--- config.mk ---
export PLATFORM = sky130hd
export DESIGN_NAME = sync_fifo_unpacker_rd
export DESIGN_NICKNAME = d
export VERILOG_FILES = /design/src/rtl/sync_fifo_unpacker_rd.sv
export SDC_FILE = /design/constraint.sdc
export NUM_CORES = 1
export LEC_CHECK = 0
export ABC_AREA = 1
export CAP_MARGIN = 20
export CORE_MARGIN = 2
export CORE_UTILIZATION = 45
export DETAILED_ROUTE_END_ITERATION = 10
export HOLD_SLACK_MARGIN = 0.02
export PLACE_DENSITY = 0.66
export SLEW_MARGIN = 0
export SYNTH_ARGS = -nofsm -noshare
export SYNTH_HDL_FRONTEND = slang
export SYNTH_SLANG_ARGS = --single-unit
--- constraint.sdc ---
create_clock -name clk -period 8.73 [get_ports clk]
set_input_delay 1.746 -clock clk [delete_from_list [all_inputs] [get_ports clk]]
set_output_delay 1.746 -clock clk [all_outputs]
set_load 0.005 [all_outputs]
--- src/rtl/sync_fifo_unpacker_rd.sv ---
// Read-side drain controller: pulls bytes from a sync FIFO, packs PACK of them per word and
// queues words on a valid/ready stream. Optional idle auto-flush under RD_TIMEOUT_FLUSH_EN.
module sync_fifo_unpacker_rd #(
  parameter int unsigned DATA_WIDTH    = 8,
  parameter int unsigned PACK          = 4,
  parameter int unsigned FLUSH_TIMEOUT = 16
) (
  input  logic                       clk,
  input  logic                       rstn,
  input  logic                       fifo_empty,
  output logic                       fifo_rd_en,
  input  logic                       fifo_rd_vld,
  input  logic [DATA_WIDTH-1:0]      fifo_data,
  input  logic                       flush,
  output logic                       out_valid,
  input  logic                       out_ready,
  output logic [DATA_WIDTH*PACK-1:0] out_data,
  output logic [PACK-1:0]            out_keep,
  output logic                       busy
);

  localparam int unsigned WordW = DATA_WIDTH * PACK;
  localparam int unsigned CntW  = $clog2(PACK + 1);

  if (PACK < 2 || PACK > 8 || FLUSH_TIMEOUT < 1) begin : g_bad_cfg
    $error("sync_fifo_unpacker_rd: unsupported parameter set");
  end

  logic [CntW-1:0]  cnt_q;
  logic             inflight_q;
  logic             flush_pending_q;
  logic [WordW-1:0] pack_q;
  logic [WordW-1:0] q_data_q [2];
  logic [PACK-1:0]  q_keep_q [2];
  logic             wr_ptr_q, rd_ptr_q;
  logic [1:0]       qcnt_q;

  logic             capture, last_byte, pop, push, flush_done, flush_set, tmo_hit;
  logic [WordW-1:0] pack_merged, push_data;
  logic [PACK-1:0]  flush_keep, push_keep;

  assign capture   = fifo_rd_vld && !rstn;
  assign last_byte = capture && (cnt_q == CntW'(PACK - 1));
  assign out_valid = (qcnt_q != 2'd0);
  assign pop       = out_valid && out_ready;

  // A partial word may meet a full queue; completion then waits for a free slot.
  assign flush_done = flush_pending_q && !inflight_q && !capture &&
                      ((cnt_q == '0) || (qcnt_q < 2'd2) || pop);

  assign push      = last_byte || (flush_done && (cnt_q != '0));
  assign push_data = last_byte ? pack_merged : pack_q;
  assign push_keep = last_byte ? {PACK{1'b1}} : flush_keep;
  assign flush_set = flush || tmo_hit;

  assign fifo_rd_en = !rstn && !fifo_empty && !flush_pending_q &&
                      ((cnt_q + CntW'(inflight_q)) < CntW'(PACK)) && (qcnt_q < 2'd2);

  assign out_data = q_data_q[rd_ptr_q];
  assign out_keep = q_keep_q[rd_ptr_q];
  assign busy     = (cnt_q != '0) || inflight_q || (qcnt_q != 2'd0) || flush_pending_q;

  always_comb begin
    pack_merged = pack_q;
    flush_keep  = '0;
    for (int i = 0; i < int'(PACK); i++) begin
      if (cnt_q == CntW'(i)) pack_merged[i*DATA_WIDTH +: DATA_WIDTH] = fifo_data;
      flush_keep[i] = (CntW'(i) < cnt_q);
    end
  end

  always_ff @(posedge clk) begin
    if (rstn) begin
      cnt_q           <= '0;
      inflight_q      <= 1'b0;
      flush_pending_q <= 1'b0;
      pack_q          <= '0;
      wr_ptr_q        <= 1'b0;
      rd_ptr_q        <= 1'b0;
      qcnt_q          <= 2'd0;
      for (int i = 0; i < 2; i++) begin
        q_data_q[i] <= '0;
        q_keep_q[i] <= '0;
      end
    end else begin
      inflight_q <= fifo_rd_en;

      if (capture) begin
        if (last_byte) begin
          cnt_q  <= '0;
          pack_q <= '0;
        end else begin
          cnt_q  <= cnt_q + 1'b1;
          pack_q <= pack_merged;
        end
      end else if (flush_done) begin
        cnt_q  <= '0;
        pack_q <= '0;
      end

      // A flush pulse landing while one is already pending is absorbed.
      if (flush_done)     flush_pending_q <= 1'b0;
      else if (flush_set) flush_pending_q <= 1'b1;

      if (push) begin
        q_data_q[wr_ptr_q] <= push_data;
        q_keep_q[wr_ptr_q] <= push_keep;
        wr_ptr_q           <= ~wr_ptr_q;
      end
      if (pop) rd_ptr_q <= ~rd_ptr_q;

      if (push && !pop)      qcnt_q <= qcnt_q + 2'd1;
      else if (pop && !push) qcnt_q <= qcnt_q - 2'd1;
    end
  end

`ifdef RD_TIMEOUT_FLUSH_EN
  localparam int unsigned TmoW = $clog2(FLUSH_TIMEOUT + 1);

  logic [TmoW-1:0] tmo_q;

  assign tmo_hit = (tmo_q == TmoW'(FLUSH_TIMEOUT));

  always_ff @(posedge clk) begin
    if (rstn) begin
      tmo_q <= '0;
    end else if (capture || flush_done || !fifo_empty) begin
      tmo_q <= '0;
    end else if ((cnt_q != '0) && !inflight_q && !tmo_hit) begin
      tmo_q <= tmo_q + 1'b1;
    end
  end
`else
  assign tmo_hit = 1'b0;
`endif

endmodule

### After elaboration in Yosys (flattened, before gate mapping)

Memory sizes are Yosys's and may differ from the RTL's. A register that Yosys moved wholly into a read port is not among the register bits.
Index checks and enable logic that the tools add are counted.

* output and inout port bits: 39
* memories kept: 2
* flip-flop bits (word level): 41
* bits in latches: 0
* memory bits (writable): 72
* logic and storage cells: 87
* ROM bits: 0

Memories
* q_data_q: depth 2, bits a word 32, read ports 1, clocked after memory_dff 1, write ports 2, RTL line 33 `logic [WordW-1:0] q_data_q [2];`
* q_keep_q: depth 2, bits a word 4, read ports 1, clocked after memory_dff 1, write ports 2, RTL line 34 `logic [PACK-1:0] q_keep_q [2];`

* add/subtract/negate cells: 4
* reductions and logical operators: 34
* muxes and demuxes: 29
* shift operators: 0
* bitwise gates (word level): 2
* divide/modulo/power cells: 0
* multipliers: 0
* magnitude comparators: 6
* equality and inequality tests: 3

Operators by type and width (number)
* $mux W32: 5
* $mux W8: 4
* $reduce_or A32 Y1: 1
* $logic_and A1 B1 Y1: 13
* $mux W1: 13
* $mux W3: 3
* $mux W4: 2
* $logic_not A1 Y1: 7
* $eq A3 B2 Y1 const B: 2
* $logic_or A1 B1 Y1: 6
* $lt A1 B3 Y1 const A: 2
* $lt A2 B3 Y1 const A: 2
* $reduce_bool A2 Y1: 3
* $mux W2: 2
* $reduce_or A4 Y1: 1
* $add A3 B1 Y3: 1
* $add A3 B1 Y3 const B: 1
* $eq A3 B1 Y1 const B: 1
* $logic_not A3 Y1: 1
* $lt A3 B3 Y1 const B: 1
* $reduce_bool A3 Y1: 1
* $add A2 B1 Y2 const B: 1
* $lt A2 B2 Y1 const B: 1
* $not A1 Y1: 2
* 2 further kinds: 2

### Depth between registers and ports, before layout

* depth in word-level cells: 12
* depth in mapped cells: 13

### Least setup slack after synthesis

Ideal clock, no wire load.

* path kind: input to output
* start point: input port rstn
* end point: output port fifo_rd_en
* setup slack: 4683 ps
* path buffers: 1
* data arrival time: 2301 ps
* stages on the path: 3
* required time: 6984 ps
* path through: buf_4 nor3_1 nor3b_1

* longest elaborated chain between the ends: 5

RTL lines
* start: declaration: RTL line 9 `input logic rstn,`
* $logic_not A1 Y1: RTL line 56 `assign fifo_rd_en = !rstn && !fifo_empty && !flush_pending_q &&`
* $logic_and A1 B1 Y1 (3 in a row): RTL line 56
* $logic_and A1 B1 Y1: RTL line 57 `((cnt_q + CntW'(inflight_q)) < CntW'(PACK)) && (qcnt_q < 2'd2);`
* end: declaration: RTL line 11 `output logic fifo_rd_en,`

Every way passes these cells.

### Worst setup path after layout

Same ends and word-level chain as after synthesis.

==> metrics.cfg <==
[logic_synthesis]
syn_area_per_cell_sq_um = 9.53
synth_area_leaders = edfxtp_1, dfxtp_1, mux2_2
synth-seq-cells = 114
synth_nets = 567
syn_area_sq_um = 5230
synth_top_area_frac = 0.413
yosysWarningCount = 0
yosysTopAreaCell = edfxtp_1
synth_edf_count = 72
syn_inst = 549
async_flop_share = 0
synthFlopType = edfxtp_1
seq_area_frac_synth = 0.574
ys_types = 27

[route]
drtIter0Drc = 293
drtAntennaViolNets = 0
wl_per_cell_um = 14.0
vias = 3866
first_pass_iters = 5
drcViolationCount = 0
via_per_inst = 5.16
routed_wl_um = 10500

[grt]
grt_use_total = 0.178
grt_pass1_vias = 3756
grt_max_degree = 51
grt_first_pass_wirelength_um = 17600
grt_antenna_before_repair = 0
grt_overflow_total = 0

[die]
die-area_sq_um = 12500
floorplan.initialDensity = 0.460
io-pin-count = 53
die_x_um = 112
design.core.area_sq_um = 11400
num_rows = 39
fp.dieH_um = 112

[placement]
gp_congestion = 0.792
portBuffers = 52
dpl_worst_slack_ps = 2810
dpl.hpwl_um = 6660

[worst_setup_path]
end_kind = primary output
path_class = input pin to primary output
reg2reg_slack_ps = 5200
worstRegToRegCells = 7
cp_data_arrival_time_ps = 3320
rr_startpoint = cnt_q[0]
worstPathCellList = clkdlybuf4s50_1 > nor3_1 > nor3b_1 > clkdlybuf4s50_1
crit_fanout = 5
required_ps = 6980
crit_top_cell = clkdlybuf4s50_1
reg2reg_to = q_data_q[0][0]
slowest_delay_ps = 550
cp_slowest_cell = clkdlybuf4s50_1
cp-start-kind = input pin

[run]
cap_violations = 0

[clocking]
ctsResizeCount = 0
insertion_delay_ps = 400
root_buffer = clkbuf_16
cts-hold-fix-buffers = 0
cts_num_sinks = 114
postCtsSetupRepairBufs = 0
htreeDepth = 4
cts_max_path_buffers = 2
cts_buffers = 17
cts_tree = done
clk_pin_slew_worst_paths_ps = 50

[sta]
finalSetupTns_ps = 0
min_period_ps = 5060
max_freq_mhz = 198
slew_violations = 0
setup_viol = 0
tightestPinTransition_ps = 903
post-route-period-util = 0.580
rsz0062_at_grt = no
maxSlewHeadroom = 0.398
skew_ps = 5.59
finalHoldViolations = 0
setup_slack_ps = 3670

[pwr]
leakagePower_uw = 0.00235
irDropWorstVdd_v = 0.000144
cellPowerDensity_nw_per_um2 = 231

[finish]
area_growth_pct = 22.6
layout_commonest_cell = nand2_1
drive_above_1_share = 0.150
diodes = 0
layout_common_cells = nand2_1, nor2_1, edfxtp_1
nNetsFinal = 611

[worst_hold_path]
hold_path_depth = 2
min_from = pack_q[30]
hold_end = pack_q[30]
hp-class = flip-flop to flip-flop

[outcome]
status = finished, final reports clean

registers in the layout, indices dropped and copies added, names as in the netlist, named ones only:
register         flops
q_keep_q             8
inflight_q           1
cnt_q                3
qcnt_q               2
pack_q              32
wr_ptr_q             1
q_data_q            64
rd_ptr_q             1
flush_pending_q      1
kinds of logic (layout without fill, tap and decap cells):
logic type / Yosys count / count (layout) / share of synthesized area
AO/OA/AOI/OAI: 78 / 78 / 0.0746
adder cells (fa/ha/maj): 4 / 4 / 0.00957
buffers and inverters: 85 / 142 / 0.0725
flip-flops: 114 / 114 / 0.574
multiplexers: 36 / 36 / 0.0775
AND/OR/NAND/NOR: 232 / 232 / 0.192
metrics by stage:
stage                     cells  hold WS (ps)  area, sq um  power [uW]   util
after floorplan             549           424         5230         714      -
after global placement      716           433         5780         786  0.508
after detailed placement    716           438         5780         789  0.508
after CTS                   748           449         6390        1490  0.562
after global routing        749           471         6420        1540  0.564
final                       749           446         6420        1480  0.564
routing by layer:
metal  vias to the layer above  part of all wire  wire (um)  global-route usage
met5                         -                 0          0                   0
met4                         0             0.017        183              0.0840
met3                        14             0.045        474              0.0419
met2                       105              0.50       5290               0.295
met1                      1826              0.43       4540               0.220
li1                       1921                 -          -                   -
cell type report:
| class | instances | area [sq um] |
|---|---|---|
| Inverter | 54 | 205 |
| Clock inverter | 12 | 163 |
| Fill cell | 982 | 4950 |
| Tap cell | 143 | 179 |
| Clock buffer | 20 | 447 |
| Sequential cell | 114 | 3000 |
| Multi-Input combinational cell | 350 | 1850 |
| Timing Repair Buffer | 56 | 571 |
report_power, final:
group / internal [uW] / switching, uW / total [uW]
logic: 87.4 / 83.8 / 171
clock network: 480 / 227 / 707
registers: 595 / 10.9 / 606
how the worst max path moves through the flow:
stage	from	end	slack, ps	depth (start not counted)
final	rstn	fifo_rd_en	3670	4
after CTS	rstn	fifo_rd_en	3000	4
after detailed placement	rstn	q_data_q[0][26]	2810	7
after global routing	rstn	q_data_q[0][23]	3430	8
after floorplan	rstn	fifo_rd_en	4680	3
after global placement	rstn	q_data_q[0][26]	2960	7
synth_stat cells (2+ instances only):
| cell | n |
|---|---|
| nand3_1 | 46 |
| nor3b_1 | 2 |
| nor2_2 | 12 |
| clkbuf_1 | 11 |
| buf_6 | 5 |
| ha_1 | 4 |
| edfxtp_1 | 72 |
| a21oi_1 | 33 |
| o21ai_0 | 35 |
| nand2_1 | 82 |
| nor3_1 | 2 |
| buf_2 | 12 |
| dfxtp_1 | 42 |
| mux2_2 | 36 |
| o21ai_1 | 10 |
| inv_2 | 2 |
| nand2_2 | 5 |
| inv_1 | 51 |
| nor2_1 | 79 |
critical path: cells and delay by family:
family                 cells  cell delay (ps)
buffers and inverters      2             1090
AND/OR/NAND/NOR            2              470
(Power assumes the default switching activity.)
